<file path="src/rtl/atb_trace_replicator.sv">
// ATB trace replicator: fans one aggregated ATB stream out to NUM_OUT sinks,
// with per-sink ATID match/mask filtering decided once per packet.
module atb_trace_replicator #(
  parameter int NUM_OUT    = 2,
  parameter int DATA_WIDTH = 64,
  parameter int ATID_WIDTH = 8,
  parameter int CNT_WIDTH  = 16
) (
  input  logic                          clk_i,
  input  logic                          rst_ni,
  input  logic                          enable_i,
  input  logic [NUM_OUT-1:0]            out_en_i,
  input  logic [NUM_OUT*ATID_WIDTH-1:0] id_match_i,
  input  logic [NUM_OUT*ATID_WIDTH-1:0] id_mask_i,
  input  logic [ATID_WIDTH-1:0]         s_atid_i,
  input  logic                          s_atvalid_i,
  input  logic [DATA_WIDTH-1:0]         s_atdata_i,
  input  logic                          s_atlast_i,
  output logic                          s_atready_o,
  output logic [ATID_WIDTH-1:0]         m_atid_o,
  output logic [DATA_WIDTH-1:0]         m_atdata_o,
  output logic                          m_atlast_o,
  output logic [NUM_OUT-1:0]            m_atvalid_o,
  input  logic [NUM_OUT-1:0]            m_atready_i,
  output logic [CNT_WIDTH-1:0]          drop_cnt_o,
  output logic                          busy_o
);

  typedef enum logic {
    IDLE,
    PKT
  } state_e;

  state_e                  state_q;
  logic                    live_q;
  logic                    hold_v_q;
  logic [ATID_WIDTH-1:0]   hold_id_q;
  logic [DATA_WIDTH-1:0]   hold_data_q;
  logic                    hold_last_q;
  logic [NUM_OUT-1:0]      tgt_q;
  logic [NUM_OUT-1:0]      sent_q;
  logic [NUM_OUT-1:0]      pkt_tgt_q;
  logic [CNT_WIDTH-1:0]    drop_cnt_q;

  logic [NUM_OUT-1:0]      hit;
  logic [NUM_OUT-1:0]      beat_tgt;
  logic [NUM_OUT-1:0]      fire;
  logic                    done;
  logic                    accept;
  logic                    load;

  // NOTE: every variable assigned in always_comb gets a default first so no latch is inferred.
  always_comb begin
    hit = '0;
    for (int k = 0; k < NUM_OUT; k++) begin
      hit[k] = out_en_i[k] && (s_atid_i != '0) &&
               (((s_atid_i ^ id_match_i[k*ATID_WIDTH +: ATID_WIDTH]) &
                 id_mask_i[k*ATID_WIDTH +: ATID_WIDTH]) == '0);
    end
  end

  // Inside a packet the routing latched at its first beat wins over the live filter.
  assign beat_tgt    = (state_q == PKT) ? pkt_tgt_q : hit;
  assign m_atvalid_o = {NUM_OUT{hold_v_q}} & tgt_q & ~sent_q;
  assign fire        = m_atvalid_o & m_atready_i;
  assign done        = hold_v_q && (((sent_q | fire) & tgt_q) == tgt_q);
  // live_q keeps ready low while in reset even if enable_i is already high.
  assign s_atready_o = live_q & enable_i & (~hold_v_q | done);
  assign accept      = s_atvalid_i & s_atready_o;
  assign load        = accept & (|beat_tgt);

  // NOTE: sequential state uses non-blocking assignments so every register samples pre-edge values.
  always_ff @(posedge clk_i or negedge rst_ni) begin
    if (!rst_ni) begin
      // NOTE: the data register is reset too, since m_atdata_o must read 0 after reset.
      state_q     <= IDLE;
      live_q      <= 1'b0;
      hold_v_q    <= 1'b0;
      hold_id_q   <= '0;
      hold_data_q <= '0;
      hold_last_q <= 1'b0;
      tgt_q       <= '0;
      sent_q      <= '0;
      pkt_tgt_q   <= '0;
      drop_cnt_q  <= '0;
    end else begin
      live_q <= 1'b1;

      if (load) begin
        hold_v_q    <= 1'b1;
        hold_id_q   <= s_atid_i;
        hold_data_q <= s_atdata_i;
        hold_last_q <= s_atlast_i;
        tgt_q       <= beat_tgt;
      end else if (done) begin
        hold_v_q    <= 1'b0;
      end

      sent_q <= done ? '0 : (sent_q | fire);

      if (accept && !load && (drop_cnt_q != '1)) begin
        drop_cnt_q <= drop_cnt_q + CNT_WIDTH'(1);
      end

      if (!enable_i) begin
        state_q <= IDLE;
      end else if (accept) begin
        if (state_q == IDLE) begin
          if (!s_atlast_i) begin
            state_q   <= PKT;
            pkt_tgt_q <= hit;
          end
        end else if (s_atlast_i) begin
          state_q <= IDLE;
        end
      end
    end
  end

  assign m_atid_o   = hold_id_q;
  assign m_atdata_o = hold_data_q;
  assign m_atlast_o = hold_last_q;
  assign drop_cnt_o = drop_cnt_q;
  assign busy_o     = hold_v_q | (state_q == PKT);

endmodule

</file>
<file path="config.mk">
export PLATFORM = sky130hd
export DESIGN_NAME = atb_trace_replicator
export DESIGN_NICKNAME = d
export VERILOG_FILES = /design/src/rtl/atb_trace_replicator.sv
export SDC_FILE = /design/constraint.sdc
export NUM_CORES = 1
export LEC_CHECK = 0
export CAP_MARGIN = 20
export CORE_AREA = 2 2 125 127
export DETAILED_ROUTE_END_ITERATION = 7
export DIE_AREA = 0 0 127 129
export PLACE_DENSITY = 0.7
export SYNTH_ARGS = -nofsm -noshare
export SYNTH_HDL_FRONTEND = slang
export SYNTH_SLANG_ARGS = --single-unit
</file>
<file path="constraint.sdc">
create_clock -name clk_i -period 4.3 [get_ports clk_i]
set_input_delay 0.86 -clock clk_i [delete_from_list [all_inputs] [get_ports clk_i]]
set_output_delay 0.86 -clock clk_i [all_outputs]
set_load 0.02 [all_outputs]
</file>
# Yosys cells after proc, flatten, opt, wreduce, memory -nomap -nowiden
# Index checks and enable logic that the tools add are counted.
# word_totals
reg_bits,98
latchBits,0
mem_bits_rw,0
rom_bits,0
in_bits,113
out_inout_bits,93
elab_cells,54
n_memories,0
# classes
addsub,1
mul,0
div,0
n_lt_le_gt_ge,0
eq_ne,3
shifts,0
mux,7
bitwise,19
n_reduce_logical,14
# ops
cell,count
"16-bit by 1-bit adder with 16-bit output, second input constant",1
8-bit AND,2
8-bit logical NOT,2
"16-bit != test, second input constant",1
8-bit bitwise XOR,2
2-bit AND,4
8-bit nonzero test,1
1-bit logical AND,7
1-bit two-way mux,5
1-bit AND,4
2-bit two-way mux,2
4-bit AND reduction,1
1-bit inverter,3
2-bit == test,1
"2-bit by 1-bit != test with 1-bit output, second input constant",1
2-bit inverter,1
1-bit OR,2
2-bit OR,1
2-bit nonzero test,1
2-bit OR reduction,1
1-bit logical NOT,1

# Logic depth before layout (Yosys ltp)
# Gate-level depths: netlist of run 1.
# logic_depth
word_depth,14
depth_mapped,8
depth_no_buf,7

# Worst setup path before layout of run 1
# OpenSTA, ideal clock, no wires.
# synth_timing
path_kind,input-to-reg
start,input port s_atid_i[0]
end,register hold_data_q[0] (netlist: m_atdata_o[0])
setup_time_ps,125
arrival_ps,2436
required_ps,4175
path_slack_ps,1739
stages,8
path_buffers,2
cell_sequence,xor2_1 -> a22oi_1 -> nand4_1 -> o31ai_4 -> o21ai_2 -> buf_6 -> buf_6 -> mux2_4
# synth_via
elab_chain_cells,7
elab_cells_between_ends,14
classes_between,mux (1); bitwise (5); reduce/logical (8)
# synth_lines
element,line,source
start: declaration,15,"input logic [ATID_WIDTH-1:0] s_atid_i,"
8-bit bitwise XOR,57,(((s_atid_i ^ id_match_i[k*ATID_WIDTH +: ATID_WIDTH]) &
8-bit AND,57,
8-bit logical NOT,57,
1-bit logical AND,56,hit[k] = out_en_i[k] && (s_atid_i != '0) &&
2-bit two-way mux *,63,assign beat_tgt = (state_q == PKT) ? pkt_tgt_q : hit;
2-bit OR reduction *,70,assign load = accept & (|beat_tgt);
1-bit AND *,70,
end signal: assignment,92,hold_data_q <= s_atdata_i;
end: declaration,38,logic [DATA_WIDTH-1:0] hold_data_q;
# Every way passes the cells marked *; elsewhere a longest branch is shown, timed or not.
# A chain may end at the register's enable or synchronous reset.

# Worst setup path in the final report of run 1
# layout_timing
start,input port m_atready_i[1]
end,output port s_atready_o
# layout_via
elab_chain_cells,7
# layout_lines
element,line,source
start: declaration,24,"input logic [NUM_OUT-1:0] m_atready_i,"
2-bit AND,65,assign fire = m_atvalid_o & m_atready_i;
2-bit OR,66,assign done = hold_v_q && (((sent_q | fire) & tgt_q) == tgt_q);
2-bit AND,66,
2-bit == test,66,
1-bit logical AND,66,
1-bit OR,68,assign s_atready_o = live_q & enable_i & (~hold_v_q | done);
1-bit AND,68,
end: declaration,19,"output logic s_atready_o,"
# No other way between the ends.

==> impl_metrics.tcl, run 1 <==
set metrics [dict create \
    clock_path_buffers 2 \
    rsz0062_at_grt "no" \
    ys_types 32 \
    yosys.area.top_type "dfrtp_1" \
    cap_violations 0 \
    holdPathStages 2 \
    layout_commonest_cell "clkdlybuf4s50_1" \
    area_delta_synth_final_pct 57.8 \
    design_area_um2 7010 \
    viasPerCell 4.63 \
    regArea_um2 2450 \
    r2r-end "m_atdata_o[24]" \
    fin_nets 636 \
    cts.clk_slew.worst_paths_ns 0.07 \
    fillers 1338 \
    ant_nets 0 \
    worst-path-buf-inv 2 \
    cp-start-kind "input port" \
    crit_slowest_cell "clkdlybuf4s50_1" \
    cts.sinks 98 \
    post-route-util_pct 46.8 \
    setup_tns_ns 0 \
    critPathCaptureType "primary output" \
    drtPass1Iterations 4 \
    ff2ff_setup_slack_ns 2.00 \
    post-route-period-util_pct 79.0 \
    die_w_um 127 \
    grt_max_degree 72 \
    cts_tree "built" \
    routabilityCongestion 0.790 \
    arrival_ns 2.54 \
    dpl_cell_area_um2 6710 \
    dp.cells 699 \
    finClkSkew_ns 0.00580 \
    critPathKind "in -> out" \
    min-delay-start "pkt_tgt_q[0]" \
    critical_path.cell_chain "clkdlybuf4s50_1 -> nor3b_1 -> o21ai_0 -> and3_1 -> clkdlybuf4s50_1" \
    antenna_found_initial 0 \
    synth-seq-cells 98 \
    crit_family "buffers and inverters" \
    multi_input_area_um2 1890 \
    synth_cells 312 \
    grt_pass1_vias 3428 \
    die_area_um2 16400 \
    port_buffers 205 \
    max_stage_delay_ns 0.54 \
    dp_hpwl_mm 8.96 \
    ctsResizeCount 0 \
    htreeDepth 3 \
    fmax_mhz 294 \
    io_pins 206 \
    critPathRequiredTime_ns 3.44 \
    die_height_um 129 \
    synth_area_um2 4440 \
    period_needed_ns 3.40 \
    syn_nets 426 \
    tightest_slew_ns 0.930 \
    ys_top_cells_by_area "dfrtp_1 (55%), mux2_4 (20%), xor2_1 (6.1%), mux2_2 (3.8%), buf_6 (1.8%)" \
    rr_worst_depth 7 \
    insertion_delay_ns 0.34 \
    synth_top_area_share_pct 55.2 \
    instances_no_fill 715 \
    leakagePower_nw 3.27 \
    grt_pass1_wl_mm 18.5 \
    pwr_density_cell_nw_per_um2 478 \
    numCtsBuffers 9 \
    slew_viol_final 0 \
    startpoint "m_atready_i[1]" \
    track_usage_pct 14.5 \
    start_util_pct 29.6 \
    diodes 0 \
    core_area_um2 15000 \
    power.total_mw 3.35 \
    cts-root-buf "clkbuf_16" \
    wl_per_cell_um 16.4 \
    final_cell_mix "clkdlybuf4s50_1 (204), dfrtp_1 (98), mux2_4 (59), xor2_1 (31), nand2_1 (21)" \
    setup_viol 0 \
    cts_hold_buf 0 \
    drtIter0Drc 82 \
    synth_area_per_cell_um2 14.2 \
    route.detailed.drc 0 \
    peakVddDrop_uv 240 \
    worstPathMaxFanout 3 \
    grt.overflow.total 0 \
    post_cts_buffers 0 \
    finalHoldViolCount 0 \
    whs_endpoint "pkt_tgt_q[0]" \
    num_vias 3308 \
    status "finished, final reports clean" \
    slew-limit-headroom_pct 38.0 \
    path_common_cell "clkdlybuf4s50_1" \
    drive_above_1_share_pct 19.4 \
    hold_path_class "reg -> reg" \
    synth_sequential_area_ratio_pct 55.2 \
    ys_warn_count 0 \
    reg2reg_from "tgt_q[1]" \
    rows 45 \
    wl_mm 11.7 \
]
## registers in the layout, indices dropped and copies added (netlist names), 2 cells and up
| signal | flops |
|---|---|
| m_atid_o | 8 |
| sent_q | 2 |
| m_atdata_o | 64 |
| tgt_q | 2 |
| pkt_tgt_q | 2 |
| drop_cnt_o | 16 |
## synthesized netlist by cell type (all sizes together)
| cell | n |
|---|---|
| clkbuf | 5 |
| ha | 1 |
| nor4 | 9 |
| o211a | 1 |
| nor2b | 2 |
| nor3 | 7 |
| or3 | 1 |
| o21ai | 3 |
| nor4b | 2 |
| and3 | 3 |
| nor3b | 2 |
| a31oi | 2 |
| xor2 | 31 |
| conb | 1 |
| mux2 | 74 |
| o2111ai | 1 |
| nand4 | 8 |
| a22o | 2 |
| buf | 8 |
| nand3 | 4 |
| nand2 | 21 |
| or2 | 2 |
| dfrtp | 98 |
| o31ai | 3 |
| nand3b | 1 |
| nor2 | 11 |
| o21a | 1 |
| a22oi | 8 |
## worst reg2reg max path, delay by kind of cell (launching register included)
family / cells / cell delay, ns
flip-flops: 1 / 0.41
multiplexers: 1 / 0.44
AO/OA/AOI/OAI: 2 / 0.39
AND/OR/NAND/NOR: 2 / 0.43
buffers and inverters: 2 / 0.52
## power by group
part	switching, mW	internal [mW]	total, mW
sequential	0.154	1.15	1.30
clock	0.381	0.411	0.792
combinational	0.520	0.728	1.25
## stage by stage
| step | setup slack (ns) | hold slack (ns) |
|---|---|---|
| final | 0.903 | 0.480 |
| after global routing | 0.766 | 0.506 |
| after CTS | 0.882 | 0.490 |
| after detailed placement | 0.690 | 0.473 |
| after global placement | 0.793 | 0.463 |
| after floorplan | 1.74 | 0.448 |
## kinds of logic after synthesis
kind of cell | synth area share (%)
adder cells (fa/ha/maj) | 0.282
XOR/XNOR | 6.11
buffers and inverters | 2.31
AO/OA/AOI/OAI | 3.86
AND/OR/NAND/NOR | 8.37
other | 0.0844
multiplexers | 23.8
flip-flops | 55.2
## worst max-delay path by stage
stage                endpoint  depth (start not counted)
2_1_floorplan   m_atdata_o[0]                          8
3_3_place_gp   m_atdata_o[24]                          8
3_5_place_dp   m_atdata_o[24]                          8
4_1_cts           s_atready_o                          5
5_1_grt           s_atready_o                          5
6_report          s_atready_o                          5
## metal layers
metal / global-route usage, % / part of all wire (%) / vias up / wire length (um)
met5: 0 / 0 / - / 0
met4: 4.20 / 1.9 / 0 / 219
met3: 4.82 / 6.9 / 17 / 812
met2: 24.7 / 49 / 149 / 5780
met1: 17.7 / 42 / 1602 / 4890
li1: - / - / 1540 / -
## final cells by class
type / instances / share of cell area [%]
clock buffer: 9 / 3.21
clock inverter: 7 / 1.04
multi-input combinational: 201 / 27.0
sequential: 98 / 35.0
tap: 188 / 3.36
timing repair buffer: 212 / 30.4
Power figures use the tool's default switching activity.
==> run 2, diff against run 1 <==
clock period = 3.3 ns   (was 4.3 ns; I/O delays follow)
==> run 2 against run 1 <==
Clock-buffer cell count up 2; clock skew up 0.00073 ns; via count down 0.63%; critical path depth unchanged; design area up 0.79%; die area unchanged; combinational power up 31%; power up 29%; sequential cell count unchanged; global-route usage up 0.28 points; register-to-register slack worse by 0.92 ns; core utilization up 0.37 points.
==> impl_metrics.tcl, run 2 (synthesized netlist as in run 1, its figures left out) <==
set metrics [dict create \
    comb_power_share_pct 38.0 \
    final_cell_mix "clkdlybuf4s50_1 (204), dfrtp_1 (98), mux2_4 (59), xor2_1 (31), nand2_1 (21)" \
    route.detailed.drc 0 \
    num_vias 3287 \
    cts_tree "built" \
    reg2reg_from "tgt_q[0]" \
    rr_worst_depth 6 \
    fin_nets 645 \
    status "finished, final reports clean" \
    slew_viol_final 0 \
    grt_pass1_wl_mm 18.9 \
    max_stage_delay_ns 0.53 \
    p_clk_share_pct 22.5 \
    viasPerCell 4.54 \
    cp-start-kind "input port" \
    tightest_slew_ns 0.622 \
    leakagePower_nw 3.31 \
    whs_ns 0.332 \
    wl_mm 11.8 \
    finalHoldViolCount 0 \
    port_buffers 205 \
    grt_max_degree 53 \
    cts.sinks 98 \
    largest_register_ffs 64 \
    post-route-period-util_pct 90.8 \
    regArea_um2 2450 \
    drtPass1Iterations 4 \
    insertion_delay_ns 0.34 \
    ctsResizeCount 0 \
    post_cts_buffers 0 \
    fmax_mhz 334 \
    cts_hold_buf 0 \
    crit_family "buffers and inverters" \
    grt_pass1_vias 3568 \
    start_util_pct 29.6 \
    drive_above_1_share_pct 20.5 \
    htreeDepth 3 \
    die_area_um2 16400 \
    p_int_mw 2.99 \
    finClkSkew_ns 0.00652 \
    setup_tns_ns 0 \
    dp_hpwl_mm 9.06 \
    cts-root-buf "clkbuf_16" \
    pwr_density_cell_nw_per_um2 611 \
    track_usage_pct 14.8 \
    critPathRequiredTime_ns 2.64 \
    hold_path_class "in -> async" \
    setup_viol 0 \
    io_pins 206 \
    clock_path_buffers 2 \
    fillers 1330 \
    core_area_um2 15000 \
    peakVddDrop_uv 279 \
    antenna_found_initial 0 \
    worstPathMaxFanout 3 \
    layout_commonest_cell "clkdlybuf4s50_1" \
    ant_nets 0 \
    crit_slowest_cell "clkdlybuf4s50_1" \
    pwr-share-seq_pct 39.5 \
    r2r-end "drop_cnt_o[11]" \
    die_height_um 129 \
    slew-limit-headroom_pct 58.5 \
    wl_per_cell_um 16.3 \
    worst-path-buf-inv 2 \
    cts.clk_slew.worst_paths_ns 0.06 \
    multi_input_area_um2 1890 \
    cap_violations 0 \
    arrival_ns 2.34 \
    drtIter0Drc 102 \
    swShare_pct 30.8 \
    critPathCaptureType "primary output" \
    path_common_cell "clkdlybuf4s50_1" \
    area_delta_synth_final_pct 59.0 \
    p_switching_mw 1.33 \
    ff2ff_setup_slack_ns 1.08 \
    period_needed_ns 3.00 \
    grt.overflow.total 0 \
    critical_path.cell_chain "clkdlybuf4s50_1 -> nor3b_1 -> o21ai_0 -> and3_1 -> clkdlybuf4s50_1" \
    post-route-util_pct 47.1 \
    rsz0062_at_grt "no" \
    die_w_um 127 \
    numCtsBuffers 9 \
    routabilityCongestion 0.762 \
    diodes 0 \
    critPathKind "in -> out" \
    rows 45 \
]
## run 2: changes by cell type in the layout (fill, tap and decap cells not counted), sizes merged
| cell | delta |
|---|---|
| inv | -4 |
| clkinv | +1 |
| clkbuf | +2 |
| buf | +9 |
| clkinvlp | +1 |
## run 2: cell type report
class                           count  area share [%]
Timing Repair Buffer              221            31.3
Tap cell                          188            3.33
Clock inverter                      5           0.425
Sequential cell                    98            34.7
Clock buffer                       11            3.44
Multi-Input combinational cell    201            26.8
## run 2: layer usage
layer / part of all wire, % / global-route usage [%]
met5: 0 / 0
met4: 1.7 / 5.69
met3: 7.0 / 4.49
met2: 50 / 24.7
met1: 42 / 18.2
## run 2: through the flow
stage          setup WS (ns)  instance area (um2)  total power [mW]  std cells
2_1_floorplan          0.939                 4440              2.49        312
3_3_place_gp           0.203                 6790              3.34        708
3_5_place_dp           0.167                 6790              3.38        708
4_1_cts                0.317                 7060              4.38        724
5_1_grt                0.238                 7060              4.53        724
6_report               0.304                 7060              4.31        724
## run 2: power by group through the flow
stage	Sequential, mW	Combinational [mW]	Clock, mW
2_1_floorplan	2.04	0.452	0
3_3_place_gp	1.71	1.63	0
3_5_place_dp	1.72	1.65	0
4_1_cts	1.71	1.66	1.01
5_1_grt	1.75	1.73	1.06
6_report	1.70	1.64	0.971
## run 2: worst max path at each step
stage / from / to / slack, ns / depth (start not counted)
6_report: m_atready_i[0] / s_atready_o / 0.30 / 5
5_1_grt: m_atready_i[0] / s_atready_o / 0.24 / 5
4_1_cts: m_atready_i[1] / s_atready_o / 0.32 / 5
3_5_place_dp: s_atid_i[4] / m_atdata_o[19] / 0.17 / 9
3_3_place_gp: s_atid_i[3] / m_atdata_o[27] / 0.20 / 10
2_1_floorplan: s_atid_i[0] / m_atdata_o[0] / 0.94 / 8
## run 2: worst reg2reg max path: stages, from the launching register on
cell and delay, ns:
dfrtp_1 0.44, nor3b_1 0.20, o21a_1 0.22, nor3_1 0.32
o2111ai_1 0.38, nor4_1 0.41, xor2_1 0.17
==> RTL edit (config.mk and constraints of run 1) <==
`NUM_OUT`: 2 -> 1.
--- a/src/rtl/atb_trace_replicator.sv
+++ b/src/rtl/atb_trace_replicator.sv
@@ -1,7 +1,7 @@
 // ATB trace replicator: fans one aggregated ATB stream out to NUM_OUT sinks,
 // with per-sink ATID match/mask filtering decided once per packet.
 module atb_trace_replicator #(
-  parameter int NUM_OUT    = 2,
+  parameter int NUM_OUT    = 1,
   parameter int DATA_WIDTH = 64,
   parameter int ATID_WIDTH = 8,
   parameter int CNT_WIDTH  = 16
Ports: changed (5 resized); port bits go from 206 to 187. No check against the original RTL was run, so the function may have changed too.
==> RTL edit against run 1 <==
Sequential share of layout area grew 1.7 points. Global-route usage down 1.7 points. Worst setup slack gained 0.22 ns. Synthesized cell count fell by 13%. Register-to-register slack worse by 0.04 ns. Hold slack got worse by 0.018 ns. Final area fell by 7.6%. Area after synthesis down 8.0%. Sequential cell count fell by 3. Core utilization is 3.6 points lower. Total power shrank 16%. Clock power up 13%. Wire length down 14%.
==> RTL edit: results <==
metrics = {
    "sta": {
        "finalCritPeriodShare_pct": 73.90,
        "slew_headroom_pct": 38.37,
        "clock_skew_ns": 0.005185,
    },
    "yosys": {
        "synth.area.top_cells": "dfrtp_1, mux2_4, mux2_2, xor2_1, buf_6",
        "synth_cell_types": 33,
        "synth.top_cells.by_count": "dfrtp_1, mux2_4, mux2_2",
        "syn-num-nets": 366,
        "synth_seq_area_share_pct": 58.18,
    },
    "critical_path": {
        "reg2reg_from": "hold_v_q$_DFFE_PN0P_",
        "timing.rr.end": "m_atdata_o[32]$_DFFE_PN0P_",
        "r2r_setup_slack_ns": 1.96,
        "cp_max_fo": 51,
        "crit_arrival_ns": 3.39,
        "slowest_delay_ns": 0.61,
        "cp_slowest_cell": "buf_4",
        "r2r_cells": 6,
        "critPathLaunch": "s_atid_i[0]",
    },
    "hold_path": {
        "min_from": "hold_v_q$_DFFE_PN0P_",
        "min_to": "sent_q$_DFF_PN0_",
    },
    "grt": {
        "grt_pass1_vias": 3198,
        "grt_max_degree": 58,
        "antenna_found_initial": 0,
        "grt_usage_pct": 12.79,
    },
    "placed_design": {
        "routabilityCongestion": 0.7763,
        "post-place-ws_ns": 0.7554,
        "placed_cells_incl_taps": 640,
        "dp_hpwl_um": 7510,
    },
    "pwr": {
        "ir_worst_vdd_mv": 0.2662,
        "p_leak_nw": 3.030,
    },
    "finish": {
        "nFillCells": 1379,
        "drive_above_1_share_pct": 20.99,
        "largest_reg_flops": 64,
        "layout.cells.non_filler": 655,
        "nets": 559,
    },
    "clock_network": {
        "post_cts_resize_count": 0,
    },
    "drt": {
        "wirelength_um": 10090,
        "vias": 2919,
        "drtIter0Drc": 110,
    },
    "run_status": {
        "run_status": "completed",
    },
}
## RTL edit: how the worst max path moves through the flow
| stage | cells after the start | endpoint | slack, ns |
|---|---|---|---|
| floorplan | 8 | m_atdata_o[0]$_DFFE_PN0P_ | 1.84 |
| global placement | 8 | m_atdata_o[63]$_DFFE_PN0P_ | 0.83 |
| detailed placement | 8 | m_atdata_o[32]$_DFFE_PN0P_ | 0.76 |
| CTS | 8 | m_atdata_o[32]$_DFFE_PN0P_ | 1.11 |
| global route | 8 | m_atdata_o[32]$_DFFE_PN0P_ | 1.03 |
| finish | 8 | m_atdata_o[32]$_DFFE_PN0P_ | 1.12 |
## RTL edit: cell families after synthesis
group           Yosys count  synth area share [%]
buf+inv                  10                 2.082
compound gates           10                 2.174
other cells               1               0.09177
fa+ha+maj                 1                0.3061
mux                      74                 24.80
simple gates             56                 7.441
xor+xnor                 23                 4.930
flops                    95                 58.18
## RTL edit: area by class of cell
| class | instances | area [µm²] | share of cell area, % |
|---|---|---|---|
| clock buffers | 9 | 225.2 | 3.479 |
| clock inverters | 6 | 110.1 | 1.701 |
| inverters | 2 | 7.507 | 0.1160 |
| multi-input cells | 165 | 1629 | 25.16 |
| flip-flops and latches | 95 | 2377 | 36.72 |
| well taps | 188 | 235.2 | 3.634 |
| repair buffers | 190 | 1889 | 29.18 |
## RTL edit: through the flow
stage | utilization (%) | cell area (µm²) | hold WS (ns)
2_1_floorplan | - | 4086 | 0.4169
3_3_place_gp | 40.99 | 6138 | 0.4335
3_5_place_dp | 40.99 | 6138 | 0.4442
4_1_cts | 43.22 | 6474 | 0.4601
5_1_grt | 43.22 | 6474 | 0.4786
6_report | 43.22 | 6474 | 0.4621
## RTL edit: worst reg2reg max path: stages, from the launching register on
cell	delay, ns
dfrtp_1	0.37
nand2_1	0.10
o311a_1	0.34
and2_1	0.23
nand2_4	0.09
buf_4	0.61
mux2_2	0.50
## RTL edit: layer usage
metal / track usage, % / up-vias / part of all wire, %
met2: 20.52 / 135 / 47
li1: - / 1346 / -
met5: 0 / - / 0
met1: 16.66 / 1420 / 44
met3: 3.410 / 18 / 7.6
met4: 4.848 / 0 / 1.7
## RTL edit: report_power, final
part / total, mW / switching [mW] / internal (mW) / leakage, nW
sequential: 1.14 / 0.101 / 1.04 / 1.27
combinational: 0.794 / 0.330 / 0.464 / 1.60
clock: 0.891 / 0.327 / 0.564 / 0.158
